File: config.mk
export PLATFORM = sky130hd
export DESIGN_NAME = taiga_fwft_fifo_flat
export DESIGN_NICKNAME = d
export VERILOG_FILES = /design/src/rtl/taiga_fwft_fifo_if.sv /design/src/rtl/taiga_fwft_fifo.sv /design/src/flat_wrapper.sv
export SDC_FILE = /design/constraint.sdc
export NUM_CORES = 1
export LEC_CHECK = 0
export ABC_AREA = 0
export CORE_MARGIN = 5
export CORE_UTILIZATION = 51
export DETAILED_ROUTE_END_ITERATION = 8
export PLACE_DENSITY = 0.81
export REMOVE_ABC_BUFFERS = 1
export SYNTH_ARGS = -nofsm -noshare
export SYNTH_HDL_FRONTEND = slang
export SYNTH_SLANG_ARGS = --single-unit
File: constraint.sdc
create_clock -name clk -period 1.78 [get_ports clk]
set_clock_uncertainty 0.05 [all_clocks]
set_input_delay 0.178 -clock clk [delete_from_list [all_inputs] [get_ports clk]]
set_output_delay 0.178 -clock clk [all_outputs]
set_load 0.1 [all_outputs]
File: src/rtl/taiga_fwft_fifo_if.sv
// Push/pop handshake and status bundle between a producer/consumer and taiga_fwft_fifo.
interface taiga_fwft_fifo_if #(
  parameter int unsigned DATA_WIDTH = 32,
  parameter int unsigned DEPTH      = 4
);
  localparam int unsigned CNT_W = $clog2(DEPTH + 1);

  logic                  push;
  logic [DATA_WIDTH-1:0] data_in;
  logic                  pop;
  logic [DATA_WIDTH-1:0] data_out;
  logic                  valid;
  logic                  empty;
  logic                  almost_empty;
  logic                  full;
  logic                  almost_full;
  logic [CNT_W-1:0]      count;
  logic                  overflow;
  logic                  underflow;

  modport master (
    output push, data_in, pop,
    input  data_out, valid, empty, almost_empty, full, almost_full, count, overflow, underflow
  );

  modport slave (
    input  push, data_in, pop,
    output data_out, valid, empty, almost_empty, full, almost_full, count, overflow, underflow
  );
endinterface

File: src/rtl/taiga_fwft_fifo.sv
// First-word-fall-through FIFO with count-decoded status flags and sticky overflow/underflow.
module taiga_fwft_fifo #(
  parameter int unsigned DATA_WIDTH = 32,
  parameter int unsigned DEPTH      = 4
) (
  input  logic             clk,
  input  logic             rst_n,
  taiga_fwft_fifo_if.slave bus
);
  localparam int unsigned PTR_W = $clog2(DEPTH);
  localparam int unsigned CNT_W = $clog2(DEPTH + 1);

  logic [DATA_WIDTH-1:0] mem_q [DEPTH];
  logic [PTR_W-1:0]      rd_ptr_q;
  logic [PTR_W-1:0]      wr_ptr_q;
  logic [CNT_W-1:0]      cnt_q;
  logic                  overflow_q;
  logic                  underflow_q;

  logic pop_ok;
  logic push_ok;
  logic is_full;

  assign is_full = (cnt_q == CNT_W'(DEPTH));
  assign pop_ok  = bus.pop & (cnt_q != '0);
  // When full, a push is only taken if the simultaneous pop frees the slot at wr_ptr == rd_ptr.
  assign push_ok = bus.push & (~is_full | pop_ok);

  always_ff @(posedge clk or negedge rst_n) begin
    if (!rst_n) begin
      for (int i = 0; i < DEPTH; i++) mem_q[i] <= '0;
    end else if (push_ok) begin
      mem_q[wr_ptr_q] <= bus.data_in;
    end
  end

  // Power-of-two depth: pointer increment wraps naturally at DEPTH-1 -> 0.
  always_ff @(posedge clk or negedge rst_n) begin
    if (!rst_n) begin
      rd_ptr_q <= '0;
      wr_ptr_q <= '0;
    end else begin
      if (push_ok) wr_ptr_q <= PTR_W'(wr_ptr_q + PTR_W'(1));
      if (pop_ok)  rd_ptr_q <= PTR_W'(rd_ptr_q + PTR_W'(1));
    end
  end

  always_ff @(posedge clk or negedge rst_n) begin
    if (!rst_n) begin
      cnt_q <= '0;
    end else if (push_ok && !pop_ok) begin
      cnt_q <= CNT_W'(cnt_q + CNT_W'(1));
    end else if (pop_ok && !push_ok) begin
      cnt_q <= CNT_W'(cnt_q - CNT_W'(1));
    end
  end

  always_ff @(posedge clk or negedge rst_n) begin
    if (!rst_n) begin
      overflow_q  <= 1'b0;
      underflow_q <= 1'b0;
    end else begin
      if (bus.push && !push_ok) overflow_q  <= 1'b1;
      if (bus.pop  && !pop_ok)  underflow_q <= 1'b1;
    end
  end

  // Outputs depend on registered state only; no path from push/pop.
  assign bus.data_out     = mem_q[rd_ptr_q];
  assign bus.empty        = (cnt_q == '0);
  assign bus.valid        = (cnt_q != '0);
  assign bus.almost_empty = (cnt_q == CNT_W'(1));
  assign bus.full         = is_full;
  assign bus.almost_full  = (cnt_q == CNT_W'(DEPTH - 1));
  assign bus.count        = cnt_q;
  assign bus.overflow     = overflow_q;
  assign bus.underflow    = underflow_q;
endmodule

File: src/flat_wrapper.sv
// flat-port wrapper written by rule: the top's interface ports become plain ports
module taiga_fwft_fifo_flat 
#(
  parameter int unsigned DATA_WIDTH = 32,
  parameter int unsigned DEPTH      = 4
)
  (clk, rst_n, bus_push, bus_data_in, bus_pop, bus_data_out, bus_valid, bus_empty, bus_almost_empty, bus_full, bus_almost_full, bus_count, bus_overflow, bus_underflow);
  taiga_fwft_fifo_if #(.DATA_WIDTH(DATA_WIDTH), .DEPTH(DEPTH)) bus_i ();
  input  logic clk;
  input  logic rst_n;
  input wire logic [$bits(bus_i.push)-1:0] bus_push;
  input wire logic [$bits(bus_i.data_in)-1:0] bus_data_in;
  input wire logic [$bits(bus_i.pop)-1:0] bus_pop;
  output wire logic [$bits(bus_i.data_out)-1:0] bus_data_out;
  output wire logic [$bits(bus_i.valid)-1:0] bus_valid;
  output wire logic [$bits(bus_i.empty)-1:0] bus_empty;
  output wire logic [$bits(bus_i.almost_empty)-1:0] bus_almost_empty;
  output wire logic [$bits(bus_i.full)-1:0] bus_full;
  output wire logic [$bits(bus_i.almost_full)-1:0] bus_almost_full;
  output wire logic [$bits(bus_i.count)-1:0] bus_count;
  output wire logic [$bits(bus_i.overflow)-1:0] bus_overflow;
  output wire logic [$bits(bus_i.underflow)-1:0] bus_underflow;
  assign bus_i.push = bus_push;
  assign bus_i.data_in = bus_data_in;
  assign bus_i.pop = bus_pop;
  assign bus_data_out = bus_i.data_out;
  assign bus_valid = bus_i.valid;
  assign bus_empty = bus_i.empty;
  assign bus_almost_empty = bus_i.almost_empty;
  assign bus_full = bus_i.full;
  assign bus_almost_full = bus_i.almost_full;
  assign bus_count = bus_i.count;
  assign bus_overflow = bus_i.overflow;
  assign bus_underflow = bus_i.underflow;
  taiga_fwft_fifo #(.DATA_WIDTH(DATA_WIDTH), .DEPTH(DEPTH)) u_core (.clk(clk), .rst_n(rst_n), .bus(bus_i));
endmodule
==> results.json <==
{
  "status": "finished, violations left",
  "failed_checks": "negative setup slack",
  "syn_area_um2": 6740,
  "synth_top_area_frac": 0.509,
  "ant_nets": 0,
  "criticalPathCategory": "reg2out",
  "grt_start_max_net_pins": 47,
  "cts_root_buf": "clkbuf_16",
  "synthTopCellsByArea": "dfrtp_1 (51%), mux2_4 (27%), mux4_2 (11%)",
  "grt_setup_unrepaired": "true",
  "maxCapViolations": 0,
  "dieWidth_um": 125,
  "worst-slew-pin-transition_ps": 472,
  "fin_crit_ps": 2150,
  "std_cell_rows": 42,
  "wl_per_cell_um": 26.1,
  "timing.setup.tns_ps": -25420,
  "drtIter0Drc": 242,
  "final_nets": 549,
  "wl_mm": 18.1,
  "antenna_found_initial": 0,
  "numCtsBuffers": 17,
  "cts_tree": "built",
  "die_area_um2": 15600,
  "dr_wl_met3_um": 997,
  "worstPathMaxFanout": 5,
  "grt-ovfl-total": 0,
  "max_freq_mhz": 465,
  "r2r_slack_ps": -170,
  "worstSetupStartpoint": "u_core.rd_ptr_q[0]",
  "first_pass_iters": 4,
  "avgViaCountPerCell": 5.68,
  "cp-start-kind": "register",
  "drt-met1-wl_mm": 7.63,
  "arrival_ps": 1920,
  "grt_util_all_layers": 0.227,
  "top_layer": "met4",
  "ys_types": 26,
  "finalCritPeriodShare": 1.21,
  "first_global_vias": 4535,
  "hold_viol": 0,
  "syn_avg_cell_area_um2": 18.5,
  "ys_ff_latch": 137,
  "core_area_um2": 13100,
  "clk_pin_slew_ps": 60,
  "final-setup-viol-count": 161,
  "ff2ff_path_depth": 8,
  "endpoint_kind": "output pin",
  "drc_errors": 0,
  "port_buffers": 77,
  "worst_slew_margin_rel": 0.685,
  "insertion_delay_ps": 420,
  "synthCells": 365,
  "slew_viol_final": 0,
  "crit_end": "bus_data_out[20]",
  "start_util": 0.515,
  "n_antenna_cell": 0,
  "area_growth_syn_to_layout_pct": 42.3,
  "ios": 78,
  "yosys_warnings": 0,
  "crit_required_ps": 1550,
  "cts.sinks": 137,
  "cts_max_path_buffers": 2,
  "dieHeight_um": 125,
  "seq_area_frac_synth": 0.509,
  "via_count": 3924,
  "drive_above_1_share": 0.612,
  "r2r-start": "u_core.bus.count[0]",
  "whs_ps": 202,
  "utilization": 0.733,
  "grt_pass1_wl_mm": 27.1,
  "hold_class": "in2async",
  "synth_top_cell_by_area": "dfrtp_1",
  "dr_wl_met2_mm": 9.02,
  "place_congestion": 0.751,
  "dpl.hpwl_mm": 9.02,
  "timing.rr.end": "u_core.mem_q[124]",
  "timing.final.ws_setup_ps": -370,
  "htreeDepth": 4
}
-- how the worst min path moves through the flow --
stage                from                   to  slack, ps
CTS                 rst_n  u_core.bus.count[0]        210
global placement    rst_n     u_core.mem_q[60]         90
floorplan           rst_n  u_core.bus.count[0]       -170
global route        rst_n    u_core.mem_q[125]        250
finish              rst_n  u_core.bus.count[0]        200
detailed placement  rst_n  u_core.bus.count[0]        100
-- cell type report --
type / count / area, µm²
clock inverter: 11 / 194
multi-input combinational: 201 / 3100
sequential: 137 / 3430
tap: 176 / 220
inverter: 6 / 25.0
fill: 704 / 3500
timing repair buffer: 140 / 2160
clock buffer: 20 / 457
-- critical path, stage by stage, from the launching register on --
cell and delay [ps]:
dfrtp_2 410, buf_4 190, buf_16 150, mux4_2 540, buf_12 190
-- cell usage in the layout (no fill, tap or decap), drive strengths merged, types with 2 or more instances in the layout --
cell type      netlist  layout
dfrtp              137     137
mux2               128     128
buf                 19     102
clkdlybuf4s50        0      34
mux4                32      32
clkbuf               2      23
ha                  10      10
nand2                8       8
inv                  6       7
bufinv               0       5
nor2                 4       4
xnor2                4       4
clkinv               0       4
a21o                 2       2
a21oi                2       2
-- through the flow --
step / cells / setup WS [ps] / instance area (µm²)
6_report: 691 / -370 / 9590
5_1_grt: 691 / -413 / 9590
4_1_cts: 693 / -333 / 9570
3_5_place_dp: 630 / -171 / 8250
3_3_place_gp: 630 / -129 / 8250
2_1_floorplan: 344 / -1580 / 6430
-- metal layers --
metal | vias to the layer above | track usage
li1 | 1620 | -
met1 | 2121 | 0.297
met2 | 150 | 0.365
met3 | 33 | 0.0721
met4 | 0 | 0.0733
met5 | - | 0
-- registers in the layout, indices dropped and copies added (netlist names) --
register	cells
u_core.bus.underflow	1
u_core.bus.overflow	1
u_core.wr_ptr_q	2
u_core.mem_q	128
u_core.rd_ptr_q	2
u_core.bus.count	3
-- what timing repair did --
item / CTS / global route
pin swaps: 6 / 4
resized for setup: 47 / 33
setup buffers: 24 / 11
setup endpoints to repair: 163 / 162
endpoints found under the hold margin: 42 / 0
gates cloned: 9 / 3
hold buffers: 1 / 0
-- cells in the mapped netlist --
cell        n
o21bai_1    1
nand2_1     8
and3b_1     1
buf_4       2
xnor2_1     4
o22ai_1     1
mux4_2     32
and2b_1     1
mux2_4    120
buf_2       4
nor2b_1     1
and2_1      1
dfrtp_1   137
mux2_2      8
a21o_1      2
clkbuf_1    2
a21oi_1     2
ha_1       10
nand3b_1    1
buf_12     13
nand3_1     1
nor2_8      4
xor2_1      1
inv_1       6
nand2b_1    1
o21ai_0     1
-- kinds of logic (layout without fill, tap and decap cells) --
kind of cell | Yosys count | in the layout | share of synthesized area
simple gates | 19 | 19 | 0.0234
compound gates | 7 | 7 | 0.00650
mux | 160 | 160 | 0.388
buf+inv | 27 | 177 | 0.0483
flops | 137 | 137 | 0.509
xor+xnor | 5 | 5 | 0.00650
fa+ha+maj | 10 | 10 | 0.0186
Power is left out: the tool's default activity adds up to more than one toggle a clock period on the data nets, which glitch-free logic cannot reach.
